[config.mk]
export PLATFORM = sky130hd
export DESIGN_NAME = bg_fetch_sequencer
export DESIGN_NICKNAME = d
export VERILOG_FILES = /design/src/rtl/bg_pkg.sv /design/src/rtl/bg_tag_pipe.sv /design/src/rtl/bg_fetch_sequencer.sv
export SDC_FILE = /design/constraint.sdc
export NUM_CORES = 1
export LEC_CHECK = 0
export BUFFER_PORTS_ARGS = -buffer_cell sky130_fd_sc_hd__buf_2
export CAP_MARGIN = 10
export CORE_MARGIN = 2
export CORE_UTILIZATION = 40
export DETAILED_ROUTE_END_ITERATION = 16
export PLACE_DENSITY = 0.65
export SLEW_MARGIN = 20
export SYNTH_ARGS = -nofsm -noshare
export SYNTH_HDL_FRONTEND = slang
export SYNTH_HIERARCHICAL = 1
export SYNTH_SLANG_ARGS = --single-unit
[constraint.sdc]
create_clock -name clock -period 1.9 [get_ports clock]
set_clock_uncertainty 0.1 [all_clocks]
set_input_delay 0.19 -clock clock [delete_from_list [all_inputs] [get_ports clock]]
set_output_delay 0.19 -clock clock [all_outputs]
set_load 0.01 [all_outputs]
[src/rtl/bg_pkg.sv]
// Shared definitions for the background fetch sequencer.
//   bgno_width()    : slot index width for a given slot count (minimum 1)
//   BGNO_W          : slot index width for the default four-slot build
//   bgmode_e        : background mode, taken from DISPCNT[2:0]
//   mode_slot_mask(): which of slots 0..3 a background mode can use
package bg_pkg;

  localparam int unsigned NUM_BG_DEFAULT = 4;

  function automatic int unsigned bgno_width(input int unsigned n);
    return (n <= 1) ? 1 : $clog2(n);
  endfunction

  localparam int unsigned BGNO_W = bgno_width(NUM_BG_DEFAULT);

  typedef enum logic [2:0] {
    BGMODE_0 = 3'd0,
    BGMODE_1 = 3'd1,
    BGMODE_2 = 3'd2,
    BGMODE_3 = 3'd3,
    BGMODE_4 = 3'd4,
    BGMODE_5 = 3'd5,
    BGMODE_6 = 3'd6,
    BGMODE_7 = 3'd7
  } bgmode_e;

  // Bit i set means slot i may be used in this mode.
  function automatic logic [3:0] mode_slot_mask(input bgmode_e m);
    logic [3:0] mask;
    case (m)
      BGMODE_0:                     mask = 4'b1111;
      BGMODE_1:                     mask = 4'b0111;
      BGMODE_2:                     mask = 4'b1100;
      BGMODE_3, BGMODE_4, BGMODE_5: mask = 4'b0100;
      default:                      mask = 4'b0000;
    endcase
    return mask;
  endfunction

endpackage

[src/rtl/bg_tag_pipe.sv]
// Fixed-depth delay line for slot tags.
//   clock : rising-edge clock
//   rst   : synchronous active-high clear of every stage (wins over hold)
//   hold  : freezes every stage while high
//   d     : tag entering stage 0
//   q     : tag leaving the last stage, DEPTH advancing cycles after entry
module bg_tag_pipe #(
  parameter int unsigned WIDTH = 8,
  parameter int unsigned DEPTH = 2
) (
  input  logic             clock,
  input  logic             rst,
  input  logic             hold,
  input  logic [WIDTH-1:0] d,
  output logic [WIDTH-1:0] q
);

  logic [WIDTH-1:0] stage [DEPTH];

  // Shift register; all stages advance together or not at all.
  always_ff @(posedge clock) begin
    if (rst) begin
      for (int i = 0; i < DEPTH; i++) stage[i] <= '0;
    end else if (!hold) begin
      stage[0] <= d;
      for (int i = 1; i < DEPTH; i++) stage[i] <= stage[i-1];
    end
  end

  assign q = stage[DEPTH-1];

endmodule

[src/rtl/bg_fetch_sequencer.sv]
// Background fetch sequencer: walks slot -> column -> scanline -> frame and
// emits a delayed tag for each slot that will actually be fetched.
//   clock, rst          : clock and synchronous active-high reset
//   dispcnt, bg_enable  : mode (dispcnt[2:0]) and per-slot enables, per slot
//   stall               : freezes counters and tag pipeline
//   col, bgno, row      : current column / slot / scanline
//   frame               : frame parity
//   start_row, new_frame: strobes on the last slot of a line / frame
//   hblank, vblank      : current position is outside the visible area
//   bgused              : current slot is enabled for the current mode
//   tag_*, hcount       : current slot delayed by PIPE_DEPTH cycles
module bg_fetch_sequencer
  import bg_pkg::*;
#(
  parameter int unsigned NUM_BG     = 4,
  parameter int unsigned H_TOTAL    = 308,
  parameter int unsigned V_TOTAL    = 228,
  parameter int unsigned H_VISIBLE  = 240,
  parameter int unsigned V_VISIBLE  = 160,
  parameter int unsigned PIPE_DEPTH = 2
) (
  input  logic                            clock,
  input  logic                            rst,
  input  logic [15:0]                     dispcnt,
  input  logic [NUM_BG-1:0]               bg_enable,
  input  logic                            stall,
  output logic [8:0]                      col,
  output logic [bgno_width(NUM_BG)-1:0]   bgno,
  output logic [7:0]                      row,
  output logic                            frame,
  output logic                            start_row,
  output logic                            new_frame,
  output logic                            hblank,
  output logic                            vblank,
  output logic                            bgused,
  output logic [8:0]                      tag_col,
  output logic [bgno_width(NUM_BG)-1:0]   tag_bgno,
  output logic                            tag_valid,
  output logic [7:0]                      hcount
);

  localparam int unsigned SLOT_W = bgno_width(NUM_BG);
  localparam int unsigned TAG_W  = 9 + SLOT_W + 1;

  bgmode_e          mode;
  logic [3:0]       mode_mask;
  logic [NUM_BG-1:0] active;
  logic             slot_wrap;
  logic             col_wrap;
  logic             row_wrap;
  logic             unused_dispcnt;
  logic [TAG_W-1:0] tag_d;
  logic [TAG_W-1:0] tag_q;

  assign mode           = bgmode_e'(dispcnt[2:0]);
  assign mode_mask      = mode_slot_mask(mode);
  assign unused_dispcnt = ^dispcnt[15:3];

  // Slots 0..3 obey the mode table; higher slots only need their enable.
  always_comb begin
    active = '0;
    for (int i = 0; i < NUM_BG; i++) begin
      active[i] = bg_enable[i] & ((i < 4) ? mode_mask[i[1:0]] : 1'b1);
    end
  end

  assign bgused    = active[bgno];
  assign hblank    = col >= 9'(H_VISIBLE);
  assign vblank    = row >= 8'(V_VISIBLE);

  assign slot_wrap = bgno == SLOT_W'(NUM_BG - 1);
  assign col_wrap  = col == 9'(H_TOTAL - 1);
  assign row_wrap  = row == 8'(V_TOTAL - 1);

  // Strobes are suppressed under reset so a reset never leaves a partial pulse.
  assign start_row = slot_wrap & col_wrap & ~stall & ~rst;
  assign new_frame = start_row & row_wrap;

  // Position counters: slot is the fastest digit, then column, then row.
  always_ff @(posedge clock) begin
    if (rst) begin
      bgno  <= '0;
      col   <= '0;
      row   <= '0;
      frame <= 1'b0;
    end else if (!stall) begin
      if (slot_wrap) begin
        bgno <= '0;
        if (col_wrap) begin
          col <= '0;
          if (row_wrap) begin
            row   <= '0;
            frame <= ~frame;
          end else begin
            row <= row + 8'd1;
          end
        end else begin
          col <= col + 9'd1;
        end
      end else begin
        bgno <= bgno + SLOT_W'(1);
      end
    end
  end

  assign tag_d = {col, bgno, bgused & ~hblank & ~vblank};

  bg_tag_pipe #(
    .WIDTH (TAG_W),
    .DEPTH (PIPE_DEPTH)
  ) u_tag_pipe (
    .clock (clock),
    .rst   (rst),
    .hold  (stall),
    .d     (tag_d),
    .q     (tag_q)
  );

  assign tag_col   = tag_q[TAG_W-1 -: 9];
  assign tag_bgno  = tag_q[SLOT_W:1];
  assign tag_valid = tag_q[0];
  assign hcount    = tag_col[7:0];

endmodule

==> results of run 1 <==
[area by class of cell]
class                   instances  area share (%)
flip-flops and latches         44            41.2
multi-input cells             114            34.2
repair buffers                 78            16.5
well taps                      72            3.29
clock buffers                   5            2.51
clock inverters                 3            1.55
inverters                       6           0.823
[state kept, by name, summed over array words and instances, names as in the netlist]
register,cells
col,9
u_tag_pipe/stage,24
frame,1
row,8
bgno,2
[Yosys cell counts, drive strengths merged, types with 4 or more instances]
master,count,area (sq um)
nor3b,25,288
nand4,9,56.3
a21oi,6,30.0
dfxtp,20,400
edfxtp,24,721
inv,6,22.5
nand2,6,22.5
xor2,10,87.6
buf,38,308
o21ai,4,20.0
ha,5,62.6
nand3,4,25.0
nor2,16,60.1
[cells by family after synthesis]
kind of cell    after synthesis
simple gates                 79
compound gates               15
flops                        44
buf+inv                      47
mux                           3
xor+xnor                     12
fa+ha+maj                     5
[layer usage]
metal	GRT usage, %	vias to the layer above	share of wire (%)
met5	0	-	0
met4	4.58	0	1.3
met3	4.33	5	5.8
met2	21.5	39	48
met1	17.7	721	45
li1	-	771	-
[tightest hold or removal path: cells and delay by family]
family                 cells  cell delay, ns
and+or+nand+nor            3            0.29
AOI/OAI and AO/OA          1            0.05
buffers and inverters      1            0.12
[power groups by stage]
stage	Combinational [mW]	Clock, mW	Sequential, mW
6_report	0.143	0.710	1.04
5_1_grt	0.159	0.776	1.05
4_1_cts	0.143	0.721	1.04
3_5_place_dp	0.142	0	1.06
3_3_place_gp	0.140	0	1.06
2_1_floorplan	0.131	0	1.06
[layout by cell type, fill, tap and decap left out, types with 3 or more instances in the layout]
cell type | Yosys | routed
mux2i_1 | 3 | 3
buf_2 | 0 | 54
nor2_1 | 16 | 16
edfxtp_1 | 24 | 24
nand4_1 | 9 | 9
inv_1 | 6 | 6
ha_1 | 5 | 4
or3_1 | 3 | 3
buf_4 | 32 | 24
nor3b_2 | 20 | 21
nor3b_1 | 5 | 4
a21oi_1 | 6 | 6
nand3_1 | 3 | 3
xor2_1 | 10 | 10
dfxtp_1 | 20 | 17
o21ai_0 | 4 | 3
nand2_1 | 6 | 6
clkbuf_8 | 0 | 5
[repair_timing]
action | in CTS | in global routing
resized for setup | 7 | 5
setup buffers | 1 | 1
setup endpoints to repair | 1 | 14
cloned | 0 | 0
hold buffers | 0 | 0
[stage by stage]
| stage | total power, mW | setup TNS [ns] |
|---|---|---|
| 6_report | 1.89 | 0 |
| 3_5_place_dp | 1.21 | 0 |
| 3_3_place_gp | 1.20 | 0 |
| 2_1_floorplan | 1.19 | 0 |
| 5_1_grt | 1.98 | -0.0611 |
| 4_1_cts | 1.91 | -0.0122 |
[worst max-delay path by stage]
stage / cells past startpoint / slack (ns) / startpoint / end
after floorplan: 5 / 0.06 / col[0] / row[6]
after global placement: 5 / 0.10 / row[1] / frame
after detailed placement: 5 / 0.07 / row[1] / frame
after CTS: 5 / -0.01 / row[0] / new_frame
after global routing: 5 / -0.04 / row[0] / new_frame
final: 5 / 0.04 / row[0] / new_frame
==> report_table.html, run 1 <==
<table>
<tr><th>Metric</th><th>Value</th></tr>
<tr><th colspan="2">Status</th></tr>
<tr><td>Outcome</td><td>complete, no violations</td></tr>
<tr><th colspan="2">Setup path</th></tr>
<tr><td>Terminus of the critical flop-to-flop path</td><td>row[6]</td></tr>
<tr><td>Worst EP required</td><td>1.61 ns</td></tr>
<tr><td>Critical Path Source Type</td><td>flop</td></tr>
<tr><td>Kind of critical path</td><td>flop to output port</td></tr>
<tr><td>Master of the slowest instance on the critical path</td><td>or4_4</td></tr>
<tr><td>Buffers plus inverters on the worst setup path</td><td>1</td></tr>
<tr><td>CP Max Fanout</td><td>4</td></tr>
<tr><td>Crit. End Element</td><td>output port</td></tr>
<tr><td>Delay of the slowest cell on the worst path</td><td>0.44 ns</td></tr>
<tr><td>R2R Path Start</td><td>bgno[0]</td></tr>
<tr><td>Cell-by-cell listing of the critical path</td><td>ha_4, nand4_1, or4_4, nor3_2, buf_2</td></tr>
<tr><td>Number of cells on the worst reg-to-reg path</td><td>5</td></tr>
<tr><td>Arrival @ worst endpoint</td><td>1.57 ns</td></tr>
<tr><td>Cell class contributing the biggest share of worst-path delay</td><td>simple AND/OR/NAND/NOR gates</td></tr>
<tr><td>Register-to-Register Setup Slack</td><td>0.10 ns</td></tr>
<tr><th colspan="2">Floorplanning</th></tr>
<tr><td>Die extent in y</td><td>80.8 um</td></tr>
<tr><td>Overall die area</td><td>6530 sq um</td></tr>
<tr><td>Core region area</td><td>5610 sq um</td></tr>
<tr><td>Number of rows in the core area</td><td>27</td></tr>
<tr><td>IO Pins</td><td>68</td></tr>
<tr><td>Width of the die</td><td>80.8 um</td></tr>
<tr><td>Starting Density</td><td>42.1%</td></tr>
<tr><th colspan="2">Place</th></tr>
<tr><td>Cell area after placement</td><td>2560 sq um</td></tr>
<tr><td>Port Buffers</td><td>54</td></tr>
<tr><td>Placed instance count</td><td>312</td></tr>
<tr><td>Global placement routability congestion</td><td>0.769</td></tr>
<tr><td>Setup WS pre-CTS</td><td>0.0740 ns</td></tr>
<tr><td>Half-perimeter wire length after detailed placement</td><td>2.85 mm</td></tr>
<tr><th colspan="2">Finish</th></tr>
<tr><td>Number of fill cells in the layout</td><td>538</td></tr>
<tr><td>Area grow syn2layout</td><td>16.0%</td></tr>
<tr><td>Post-route insts no fill</td><td>322</td></tr>
<tr><td>Seq. cell area</td><td>1130 sq um</td></tr>
<tr><td>ANT cells</td><td>0</td></tr>
<tr><td>Share of the core filled with cells</td><td>48.8%</td></tr>
<tr><td>Fraction of layout cells with a size suffix above 1</td><td>47.2%</td></tr>
<tr><td>Final std cell area, no fill</td><td>2740 sq um</td></tr>
<tr><td>Final nets</td><td>277</td></tr>
<tr><td>Total area of multi-input combinational cells</td><td>936 sq um</td></tr>
<tr><th colspan="2">Power and ir drop</th></tr>
<tr><td>Peak supply drop</td><td>0.254 mV</td></tr>
<tr><td>Net load switching power</td><td>0.416 mW</td></tr>
<tr><td>Fraction of power consumed by the clock network</td><td>37.5%</td></tr>
<tr><td>Share of power burned in combinational logic</td><td>7.5%</td></tr>
<tr><td>Leakage component of the power</td><td>1.17 nW</td></tr>
<tr><td>P per Cell Area</td><td>692 nW/um^2</td></tr>
<tr><td>Internal</td><td>1.48 mW</td></tr>
<tr><td>Proportion of power drawn by flip-flops and latches</td><td>55.0%</td></tr>
<tr><td>Switching Fraction</td><td>22.0%</td></tr>
<tr><th colspan="2">Yosys</th></tr>
<tr><td>Post-Syn Instances</td><td>205</td></tr>
<tr><td>Post-synth cell types</td><td>36</td></tr>
<tr><td>Sequential fraction of the synthesis area</td><td>47.5%</td></tr>
<tr><td>Post-synthesis share of cell area spent on full adders, half adders and majority gates</td><td>2.65%</td></tr>
<tr><td>Simple-gate share of the synthesized area</td><td>25.8%</td></tr>
<tr><td>Synthesized Nets</td><td>233</td></tr>
<tr><td>Fraction of synthesized area in multiplexers</td><td>1.27%</td></tr>
<tr><td>Average size of a mapped cell</td><td>11.5 sq um</td></tr>
<tr><td>Synth Warn #</td><td>6</td></tr>
<tr><td>Compound-Gate Fraction of Synth Area</td><td>3.82%</td></tr>
<tr><td>Netlist area before placement</td><td>2360 sq um</td></tr>
<tr><td>Count of flip-flops with a built-in enable after synthesis</td><td>24</td></tr>
<tr><td>Async set-reset flop share out of synthesis</td><td>0%</td></tr>
<tr><td>Share of the synthesized netlist area taken by xor and xnor gates</td><td>4.45%</td></tr>
<tr><td>Register bit count reported by yosys</td><td>44</td></tr>
<tr><td>Main combinational cell family by area after synthesis</td><td>simple AND/OR/NAND/NOR gates</td></tr>
<tr><td>Main flop type after synthesis</td><td>edfxtp_1</td></tr>
<tr><th colspan="2">Clocking</th></tr>
<tr><td>Clock tree root driver cell</td><td>clkbuf_8</td></tr>
<tr><td>TritonCTS clock tree</td><td>done</td></tr>
<tr><td>Clk_lat worst skew</td><td>0.29 ns</td></tr>
<tr><td>Maximum clock path buffer count</td><td>2</td></tr>
<tr><td>Total CTS buffers</td><td>5</td></tr>
<tr><td>Number of H-tree branching levels</td><td>2</td></tr>
<tr><td>Register clock-pin slew on the reported worst setup and hold paths</td><td>0.08 ns</td></tr>
<tr><td>TritonCTS sink count</td><td>44</td></tr>
<tr><th colspan="2">Route</th></tr>
<tr><td>Final routed wirelength across all metal layers</td><td>4.16 mm</td></tr>
<tr><td>Mean routed wirelength per cell</td><td>12.9 um</td></tr>
<tr><td>Starting DRC count in detailed routing</td><td>125</td></tr>
<tr><td>First-pass DRT Iterations</td><td>4</td></tr>
<tr><td>Detailed-route vias per instance</td><td>4.77</td></tr>
<tr><td>Remaining number of nets flagged by the antenna check after routing</td><td>0</td></tr>
<tr><td>Vias</td><td>1,536</td></tr>
<tr><td>Residual DRC count</td><td>0</td></tr>
<tr><th colspan="2">Global routing</th></tr>
<tr><td>Total track usage</td><td>13.6%</td></tr>
<tr><td>Largest net degree at the start of global routing</td><td>34</td></tr>
<tr><td>Via count of the first global-routing pass</td><td>1,431</td></tr>
<tr><td>Total gr overflow</td><td>0</td></tr>
<tr><td>First-pass GRT wire length</td><td>6.80 mm</td></tr>
<tr><td>Antenna violations before repair</td><td>0</td></tr>
<tr><th colspan="2">Hold path</th></tr>
<tr><td>Worst-case hold path end point</td><td>frame</td></tr>
<tr><td>Cell depth of the worst min-delay path</td><td>5</td></tr>
<tr><td>Worst Hold Launch</td><td>stall</td></tr>
<tr><td>Class of the tightest hold or removal check</td><td>input pin to flop</td></tr>
<tr><th colspan="2">STA</th></tr>
<tr><td>Min Tclk post-route</td><td>1.86 ns</td></tr>
<tr><td>Relative slew slack</td><td>36.7%</td></tr>
<tr><td>Final hold vios</td><td>0</td></tr>
<tr><td>Portion of the clock cycle consumed by the worst path in the final layout</td><td>97.9%</td></tr>
<tr><td>Worst-case hold slack</td><td>0.313 ns</td></tr>
<tr><td>Unrepaired setup endpoints after global routing</td><td>true</td></tr>
<tr><td>Finish-stage setup viols</td><td>0</td></tr>
<tr><td>Transition time at the pin with the least slew margin</td><td>0.949 ns</td></tr>
<tr><td>Highest Clock Rate</td><td>538 MHz</td></tr>
<tr><td>Setup ws final</td><td>0.0396 ns</td></tr>
<tr><td>Final Max Tran Viols</td><td>0</td></tr>
<tr><th colspan="2">Run</th></tr>
<tr><td>Count of maximum capacitance violations</td><td>0</td></tr>
</table>
Note: power is estimated with default switching activity, not from simulation.
==> run 2, diff against run 1 <==
RECOVER_POWER = 50   (was unset)
==> report_table.html, run 2 (synthesis gave the netlist of run 1 again) <==
<table>
<tr><th>Metric</th><th>Value</th></tr>
<tr><th colspan="2">Route</th></tr>
<tr><td>Mean routed wirelength per cell</td><td>12.9 um (about the same)</td></tr>
<tr><td>Starting DRC count in detailed routing</td><td>129 (was 125)</td></tr>
<tr><td>Final routed wirelength across all metal layers</td><td>4.15 mm (was 4.16 mm)</td></tr>
<tr><td>First-pass DRT Iterations</td><td>4 (unchanged)</td></tr>
<tr><td>Residual DRC count</td><td>0 (unchanged)</td></tr>
<tr><td>Remaining number of nets flagged by the antenna check after routing</td><td>0 (unchanged)</td></tr>
<tr><td>Vias</td><td>1,547 (was 1,536)</td></tr>
<tr><td>Detailed-route vias per instance</td><td>4.80 (was 4.77)</td></tr>
<tr><th colspan="2">Hold path</th></tr>
<tr><td>Class of the tightest hold or removal check</td><td>input pin to flop (unchanged)</td></tr>
<tr><th colspan="2">Clocking</th></tr>
<tr><td>Clk_lat worst skew</td><td>0.29 ns (about the same)</td></tr>
<tr><td>Number of H-tree branching levels</td><td>2 (unchanged)</td></tr>
<tr><td>Register clock-pin slew on the reported worst setup and hold paths</td><td>0.08 ns (about the same)</td></tr>
<tr><td>Maximum clock path buffer count</td><td>2 (unchanged)</td></tr>
<tr><td>TritonCTS clock tree</td><td>done (unchanged)</td></tr>
<tr><td>Total CTS buffers</td><td>5 (unchanged)</td></tr>
<tr><td>TritonCTS sink count</td><td>44 (unchanged)</td></tr>
<tr><td>Hold-fix buffers, CTS</td><td>0 (unchanged)</td></tr>
<tr><td>Clock tree root driver cell</td><td>clkbuf_8 (unchanged)</td></tr>
<tr><th colspan="2">STA</th></tr>
<tr><td>Final Max Tran Viols</td><td>0 (unchanged)</td></tr>
<tr><td>Unrepaired setup endpoints after global routing</td><td>true (unchanged)</td></tr>
<tr><td>Worst-case hold slack</td><td>0.313 ns (about the same)</td></tr>
<tr><td>Setup ws final</td><td>0.0397 ns (was 0.0396 ns)</td></tr>
<tr><td>Finish-stage setup viols</td><td>0 (unchanged)</td></tr>
<tr><td>Portion of the clock cycle consumed by the worst path in the final layout</td><td>97.9% (about the same)</td></tr>
<tr><td>Transition time at the pin with the least slew margin</td><td>0.952 ns (was 0.949 ns)</td></tr>
<tr><td>Relative slew slack</td><td>36.6% (was 36.7%)</td></tr>
<tr><td>Final hold vios</td><td>0 (unchanged)</td></tr>
<tr><td>Min Tclk post-route</td><td>1.86 ns (about the same)</td></tr>
<tr><td>Highest Clock Rate</td><td>538 MHz (about the same)</td></tr>
<tr><th colspan="2">Global routing</th></tr>
<tr><td>Total gr overflow</td><td>0 (unchanged)</td></tr>
<tr><td>Total track usage</td><td>13.6% (unchanged)</td></tr>
<tr><td>Largest net degree at the start of global routing</td><td>34 (unchanged)</td></tr>
<tr><td>Antenna violations before repair</td><td>0 (unchanged)</td></tr>
<tr><td>Via count of the first global-routing pass</td><td>1,431 (unchanged)</td></tr>
<tr><td>First-pass GRT wire length</td><td>6.80 mm (unchanged)</td></tr>
<tr><th colspan="2">Floorplanning</th></tr>
<tr><td>Overall die area</td><td>6530 sq um (unchanged)</td></tr>
<tr><td>Die extent in y</td><td>80.8 um (unchanged)</td></tr>
<tr><td>Starting Density</td><td>42.1% (unchanged)</td></tr>
<tr><td>Number of rows in the core area</td><td>27 (unchanged)</td></tr>
<tr><td>IO Pins</td><td>68 (unchanged)</td></tr>
<tr><td>Width of the die</td><td>80.8 um (unchanged)</td></tr>
<tr><td>Core region area</td><td>5610 sq um (unchanged)</td></tr>
<tr><th colspan="2">Finish</th></tr>
<tr><td>Largest register FFs</td><td>24 (unchanged)</td></tr>
<tr><td>Commonest non-fill, non-tap cells in the layout</td><td>clkbuf_1, buf_2, edfxtp_1 (was buf_2, buf_4, edfxtp_1)</td></tr>
<tr><td>Fraction of layout cells with a size suffix above 1</td><td>32.0% (was 47.2%)</td></tr>
<tr><td>Share of the core filled with cells</td><td>47.4% (was 48.8%)</td></tr>
<tr><td>Final nets</td><td>277 (unchanged)</td></tr>
<tr><td>Area grow syn2layout</td><td>12.7% (was 16.0%)</td></tr>
<tr><td>Leading registers by flop count</td><td>u_tag_pipe/stage (24), col (9), row (8) (unchanged)</td></tr>
<tr><td>Register containing the most flip-flops in the final layout</td><td>u_tag_pipe/stage (unchanged)</td></tr>
<tr><td>ANT cells</td><td>0 (unchanged)</td></tr>
<tr><td>Commonest non-fill, non-tap cell in the layout</td><td>clkbuf_1 (was buf_2)</td></tr>
<tr><th colspan="2">Setup path</th></tr>
<tr><td>CP Max Fanout</td><td>4 (unchanged)</td></tr>
<tr><td>Critical Path Source Type</td><td>flop (unchanged)</td></tr>
<tr><td>Worst EP required</td><td>1.61 ns (about the same)</td></tr>
<tr><td>Crit. End Element</td><td>output port (unchanged)</td></tr>
<tr><td>Kind of critical path</td><td>flop to output port (unchanged)</td></tr>
<tr><td>Arrival @ worst endpoint</td><td>1.57 ns (about the same)</td></tr>
<tr><th colspan="2">Status</th></tr>
<tr><td>Outcome</td><td>complete, no violations (unchanged)</td></tr>
<tr><th colspan="2">Place</th></tr>
<tr><td>Half-perimeter wire length after detailed placement</td><td>2.85 mm (unchanged)</td></tr>
<tr><td>Setup WS pre-CTS</td><td>0.0740 ns (unchanged)</td></tr>
<tr><td>Port Buffers</td><td>54 (unchanged)</td></tr>
<tr><td>Global placement routability congestion</td><td>0.769 (unchanged)</td></tr>
<tr><th colspan="2">Power and ir drop</th></tr>
<tr><td>Post-layout power</td><td>1.88 mW (was 1.89 mW)</td></tr>
<tr><td>Peak supply drop</td><td>0.255 mV (was 0.254 mV)</td></tr>
<tr><td>Leakage component of the power</td><td>1.02 nW (was 1.17 nW)</td></tr>
<tr><td>P per Cell Area</td><td>707 nW/um^2 (was 692 nW/um^2)</td></tr>
<tr><th colspan="2">Run</th></tr>
<tr><td>Count of maximum capacitance violations</td><td>0 (unchanged)</td></tr>
</table>
[run 2: layout make-up]
type                    instances  area, sq um
flip-flops and latches         44         1130
repair buffers                 78          373
clock buffers                   5         68.8
inverters                       6         22.5
clock inverters                 3         42.5
multi-input cells             114          936
well taps                      72         90.1
fillers                       567         2950
[run 2: critical path, stage by stage (launching register included)]
cell and delay, ns:
dfxtp_4 0.37, ha_4 0.13, nand4_1 0.08, or4_4 0.44, nor3_2 0.10, buf_2 0.14
[run 2: path summary, 6_finish.rpt]
kind	start	end	slack, ns	cells past startpoint
max	row[0]	new_frame	0.04	5
min	stall	frame	0.31	5
max reg2reg	bgno[0]	row[6]	0.11	5
min reg2reg	frame	frame	0.40	2
[run 2: repair_timing]
| action | CTS | global route |
|---|---|---|
| pin swaps | 0 | 0 |
| endpoints found under the setup margin | 1 | 14 |
| resized for setup | 7 | 5 |
| hold endpoints to repair | 0 | 0 |
| setup buffers | 1 | 1 |
[run 2: per-layer routing]
metal	wire length, um	GRT usage (%)
met1	1830	17.7
met2	1970	21.5
met3	290	4.33
met4	53	4.58
met5	0	0
[run 2: stage by stage]
stage | instances | setup TNS (ns) | area [sq um]
6_report | 322 | 0 | 2660
5_1_grt | 322 | -0.0652 | 2660
4_1_cts | 321 | -0.0122 | 2710
3_5_place_dp | 312 | 0 | 2560
3_3_place_gp | 312 | 0 | 2560
2_1_floorplan | 205 | 0 | 2360
[run 2: report_power, final]
| part | total, mW | switching, mW | leakage, nW | internal [mW] |
|---|---|---|---|---|
| combinational | 0.134 | 0.0850 | 0.534 | 0.0485 |
| clock | 0.706 | 0.317 | 0.0541 | 0.389 |
| sequential | 1.04 | 0.0103 | 0.429 | 1.03 |
| total | 1.88 | 0.413 | 1.02 | 1.47 |
==> run 3, diff against run 2 <==
PLACE_DENSITY = 0.66   (was 0.65)
SYNTH_HIERARCHICAL = unset   (was 1)
==> report_table.html, run 3 <==
<table>
<tr><th>Metric</th><th>Value</th></tr>
<tr><th colspan="2">Status</th></tr>
<tr><td>Outcome</td><td>finished, violations left (was complete, no violations)</td></tr>
<tr><td>Violated checks</td><td>negative setup slack</td></tr>
<tr><th colspan="2">STA</th></tr>
<tr><td>Highest Clock Rate</td><td>455 MHz (was 538 MHz)</td></tr>
<tr><td>Setup ws final</td><td>-0.298 ns (was 0.0397 ns)</td></tr>
<tr><td>Portion of the clock cycle consumed by the worst path in the final layout</td><td>116% (was 97.9%)</td></tr>
<tr><td>Min Tclk post-route</td><td>2.20 ns (was 1.86 ns)</td></tr>
<tr><td>Finish-stage setup viols</td><td>11 (was 0)</td></tr>
<tr><td>Final Max Tran Viols</td><td>0 (unchanged)</td></tr>
<tr><td>Worst-case hold slack</td><td>0.264 ns (was 0.313 ns)</td></tr>
<tr><td>Unrepaired setup endpoints after global routing</td><td>true (unchanged)</td></tr>
<tr><td>Final hold vios</td><td>0 (unchanged)</td></tr>
<tr><td>Transition time at the pin with the least slew margin</td><td>0.816 ns (was 0.952 ns)</td></tr>
<tr><td>Relative slew slack</td><td>45.4% (was 36.6%)</td></tr>
<tr><th colspan="2">Setup path</th></tr>
<tr><td>Number of cells on the worst reg-to-reg path</td><td>5 (unchanged)</td></tr>
<tr><td>Arrival @ worst endpoint</td><td>1.91 ns (was 1.57 ns)</td></tr>
<tr><td>Register-to-Register Setup Slack</td><td>-0.27 ns (was 0.11 ns)</td></tr>
<tr><td>Terminus of the critical flop-to-flop path</td><td>row[2] (was row[6])</td></tr>
<tr><td>Cell-by-cell listing of the critical path</td><td>or3b_1, or4b_4, buf_6, nor3_2, buf_2 (was ha_4, nand4_1, or4_4, nor3_2, buf_2)</td></tr>
<tr><td>Crit. End Element</td><td>output port (unchanged)</td></tr>
<tr><td>Worst EP required</td><td>1.61 ns (about the same)</td></tr>
<tr><td>Delay of the slowest cell on the worst path</td><td>0.54 ns (was 0.44 ns)</td></tr>
<tr><td>Buffers plus inverters on the worst setup path</td><td>2 (was 1)</td></tr>
<tr><td>R2R Path Start</td><td>col[7] (was bgno[0])</td></tr>
<tr><td>Cell class contributing the biggest share of worst-path delay</td><td>simple AND/OR/NAND/NOR gates (unchanged)</td></tr>
<tr><td>CP Max Fanout</td><td>4 (unchanged)</td></tr>
<tr><td>Critical Path Source Type</td><td>flop (unchanged)</td></tr>
<tr><td>Kind of critical path</td><td>flop to output port (unchanged)</td></tr>
<tr><td>Master of the slowest instance on the critical path</td><td>or4b_4 (was or4_4)</td></tr>
<tr><th colspan="2">Clocking</th></tr>
<tr><td>Total CTS buffers</td><td>5 (unchanged)</td></tr>
<tr><td>Number of H-tree branching levels</td><td>2 (unchanged)</td></tr>
<tr><td>Register clock-pin slew on the reported worst setup and hold paths</td><td>0.09 ns (was 0.08 ns)</td></tr>
<tr><td>Maximum clock path buffer count</td><td>2 (unchanged)</td></tr>
<tr><td>TritonCTS clock tree</td><td>done (unchanged)</td></tr>
<tr><td>Hold-fix buffers, CTS</td><td>0 (unchanged)</td></tr>
<tr><td>TritonCTS sink count</td><td>44 (unchanged)</td></tr>
<tr><td>Clock tree root driver cell</td><td>clkbuf_8 (unchanged)</td></tr>
<tr><td>Clk_lat worst skew</td><td>0.30 ns (was 0.29 ns)</td></tr>
<tr><th colspan="2">Global routing</th></tr>
<tr><td>Largest net degree at the start of global routing</td><td>22 (was 34)</td></tr>
<tr><td>Total gr overflow</td><td>0 (unchanged)</td></tr>
<tr><td>Antenna violations before repair</td><td>0 (unchanged)</td></tr>
<tr><td>First-pass GRT wire length</td><td>6.28 mm (was 6.80 mm)</td></tr>
<tr><td>Via count of the first global-routing pass</td><td>1,401 (was 1,431)</td></tr>
<tr><td>Total track usage</td><td>13.1% (was 13.6%)</td></tr>
<tr><th colspan="2">Floorplanning</th></tr>
<tr><td>Starting Density</td><td>42.0% (was 42.1%)</td></tr>
<tr><td>Number of rows in the core area</td><td>26 (was 27)</td></tr>
<tr><td>Overall die area</td><td>6040 sq um (was 6530 sq um)</td></tr>
<tr><td>Core region area</td><td>5170 sq um (was 5610 sq um)</td></tr>
<tr><td>Width of the die</td><td>77.7 um (was 80.8 um)</td></tr>
<tr><td>IO Pins</td><td>68 (unchanged)</td></tr>
<tr><td>Die extent in y</td><td>77.7 um (was 80.8 um)</td></tr>
<tr><th colspan="2">Yosys</th></tr>
<tr><td>Async set-reset flop share out of synthesis</td><td>0% (unchanged)</td></tr>
<tr><td>Average size of a mapped cell</td><td>10.3 sq um (was 11.5 sq um)</td></tr>
<tr><td>Most common cell in the netlist</td><td>buf_4 (unchanged)</td></tr>
<tr><td>Cell types with the largest area share after synthesis</td><td>edfxtp_1, dfxtp_1, buf_4 (was edfxtp_1, dfxtp_1, nor3b_2)</td></tr>
<tr><td>Post-Syn Instances</td><td>211 (was 205)</td></tr>
<tr><td>Netlist area before placement</td><td>2170 sq um (was 2360 sq um)</td></tr>
<tr><td>Cell taking the most area after synthesis</td><td>edfxtp_1 (unchanged)</td></tr>
<tr><td>Synth Warn #</td><td>0 (was 6)</td></tr>
<tr><td>Register bit count reported by yosys</td><td>44 (unchanged)</td></tr>
<tr><td>Most numerous cell types in the synthesized netlist</td><td>buf_4, edfxtp_1, dfxtp_1 (was buf_4, edfxtp_1, dfxtp_1, nor3b_2, nor2_1)</td></tr>
<tr><td>Synthesized Nets</td><td>239 (was 233)</td></tr>
<tr><td>Sequential fraction of the synthesis area</td><td>51.6% (was 47.5%)</td></tr>
<tr><td>Share of Yosys cell area claimed by the top area cell type</td><td>33.2% (was 30.5%)</td></tr>
<tr><td>Post-synth cell types</td><td>33 (was 36)</td></tr>
<tr><td>Main flop type after synthesis</td><td>edfxtp_1 (unchanged)</td></tr>
<tr><td>Count of flip-flops with a built-in enable after synthesis</td><td>24 (unchanged)</td></tr>
<tr><th colspan="2">Route</th></tr>
<tr><td>First-pass DRT Iterations</td><td>4 (unchanged)</td></tr>
<tr><td>Remaining number of nets flagged by the antenna check after routing</td><td>0 (unchanged)</td></tr>
<tr><td>Final routed wirelength across all metal layers</td><td>4.02 mm (was 4.15 mm)</td></tr>
<tr><td>Mean routed wirelength per cell</td><td>12.1 um (was 12.9 um)</td></tr>
<tr><td>Detailed-route vias per instance</td><td>4.68 (was 4.80)</td></tr>
<tr><td>Vias</td><td>1,559 (was 1,547)</td></tr>
<tr><td>Residual DRC count</td><td>0 (unchanged)</td></tr>
<tr><td>Starting DRC count in detailed routing</td><td>52 (was 129)</td></tr>
<tr><th colspan="2">Finish</th></tr>
<tr><td>Commonest non-fill, non-tap cells in the layout</td><td>buf_2, edfxtp_1, clkbuf_1 (was clkbuf_1, buf_2, edfxtp_1)</td></tr>
<tr><td>ANT cells</td><td>0 (unchanged)</td></tr>
<tr><td>Share of the core filled with cells</td><td>51.5% (was 47.4%)</td></tr>
<tr><td>Post-route insts no fill</td><td>333 (was 322)</td></tr>
<tr><td>Commonest non-fill, non-tap cell in the layout</td><td>buf_2 (was clkbuf_1)</td></tr>
<tr><td>Area grow syn2layout</td><td>22.5% (was 12.7%)</td></tr>
<tr><td>Fraction of layout cells with a size suffix above 1</td><td>33.8% (was 32.0%)</td></tr>
<tr><td>Final std cell area, no fill</td><td>2660 sq um (about the same)</td></tr>
<tr><td>Register containing the most flip-flops in the final layout</td><td>u_tag_pipe.stage (was u_tag_pipe/stage)</td></tr>
<tr><td>Number of fill cells in the layout</td><td>473 (was 567)</td></tr>
<tr><td>Leading registers by flop count</td><td>u_tag_pipe.stage (24), col (9), row (8) (was u_tag_pipe/stage (24), col (9), row (8))</td></tr>
<tr><td>Final nets</td><td>290 (was 277)</td></tr>
<tr><td>Largest register FFs</td><td>24 (unchanged)</td></tr>
<tr><th colspan="2">Power and ir drop</th></tr>
<tr><td>Fraction of power consumed by the clock network</td><td>38.5% (was 37.5%)</td></tr>
<tr><td>P per Cell Area</td><td>713 nW/um^2 (was 707 nW/um^2)</td></tr>
<tr><td>Net load switching power</td><td>0.420 mW (was 0.413 mW)</td></tr>
<tr><td>Switching Fraction</td><td>22.1% (was 21.9%)</td></tr>
<tr><td>Leakage component of the power</td><td>1.10 nW (was 1.02 nW)</td></tr>
<tr><td>Internal</td><td>1.48 mW (was 1.47 mW)</td></tr>
<tr><td>Proportion of power drawn by flip-flops and latches</td><td>55.0% (was 55.4%)</td></tr>
<tr><td>Share of power burned in combinational logic</td><td>6.6% (was 7.1%)</td></tr>
<tr><td>Peak supply drop</td><td>0.420 mV (was 0.255 mV)</td></tr>
<tr><td>Post-layout power</td><td>1.90 mW (was 1.88 mW)</td></tr>
<tr><th colspan="2">Place</th></tr>
<tr><td>Placed instance count</td><td>321 (was 312)</td></tr>
<tr><td>Half-perimeter wire length after detailed placement</td><td>2.83 mm (was 2.85 mm)</td></tr>
<tr><td>Cell area after placement</td><td>2490 sq um (was 2560 sq um)</td></tr>
<tr><td>Global placement routability congestion</td><td>0.822 (was 0.769)</td></tr>
<tr><td>Port Buffers</td><td>54 (unchanged)</td></tr>
<tr><th colspan="2">Hold path</th></tr>
<tr><td>Class of the tightest hold or removal check</td><td>input pin to flop (unchanged)</td></tr>
<tr><td>Worst Hold Launch</td><td>rst (was stall)</td></tr>
<tr><td>Worst-case hold path end point</td><td>row[0] (was frame)</td></tr>
<tr><td>Cell depth of the worst min-delay path</td><td>3 (was 5)</td></tr>
<tr><th colspan="2">Run</th></tr>
<tr><td>Count of maximum capacitance violations</td><td>0 (unchanged)</td></tr>
</table>
-- run 3: worst min-delay path, stage by stage --
cell,delay [ns]
buf_2,0.11
buf_4,0.27
a21oi_2,0.05
-- run 3: worst max path at each step --
| stage | startpoint | to | slack, ns | cells after the start |
|---|---|---|---|---|
| floorplan | col[7] | row[5] | -0.14 | 5 |
| global placement | col[7] | row[2] | -0.16 | 4 |
| detailed placement | col[7] | row[2] | -0.18 | 4 |
| CTS | col[7] | new_frame | -0.31 | 5 |
| global route | col[7] | new_frame | -0.35 | 5 |
| finish | col[7] | new_frame | -0.30 | 5 |
-- run 3: through the flow --
stage,TNS [ns],worst slack (ns)
finish,-1.99,-0.298
global route,-2.60,-0.352
CTS,-1.80,-0.305
detailed placement,-0.934,-0.181
global placement,-0.790,-0.163
floorplan,-0.777,-0.136
-- run 3: final cells by class --
type / count / area [sq um] / area share [%]
multi-input combinational: 119 / 826 / 31.0
clock buffer: 5 / 68.8 / 2.58
sequential: 44 / 1130 / 42.5
timing repair buffer: 83 / 468 / 17.6
inverter: 9 / 33.8 / 1.27
tap: 70 / 87.6 / 3.29
clock inverter: 3 / 46.3 / 1.74
-- run 3: kinds of logic after synthesis --
family          after synthesis  synth area share, %
compound gates               20                 4.95
xor+xnor                      8                 3.22
fa+ha+maj                     5                 2.88
buf+inv                      48                 13.8
flops                        44                 51.6
mux                           3                 1.38
simple gates                 83                 22.2
-- run 3: per-layer routing --
metal | global-route usage (%) | share of wire [%] | wire, um | vias up
met5 | 0 | 0 | 0 | -
met4 | 6.07 | 1.2 | 48 | 0
met3 | 3.02 | 4.4 | 178 | 4
met2 | 22.2 | 51 | 2040 | 37
met1 | 15.5 | 44 | 1750 | 718
li1 | - | - | - | 800
-- run 3: power groups by stage --
stage / clock (mW) / combinational (mW) / sequential [mW]
6_report: 0.730 / 0.125 / 1.04
5_1_grt: 0.778 / 0.138 / 1.05
4_1_cts: 0.743 / 0.131 / 1.04
3_5_place_dp: 0 / 0.128 / 1.06
3_3_place_gp: 0 / 0.127 / 1.06
2_1_floorplan: 0 / 0.0978 / 1.07
-- run 3: what timing repair did --
action / 4_1_cts / 5_1_grt
setup buffers: 4 / 1
pin swaps: 3 / 4
gates resized for setup: 8 / 12
endpoints found under the setup margin: 12 / 21
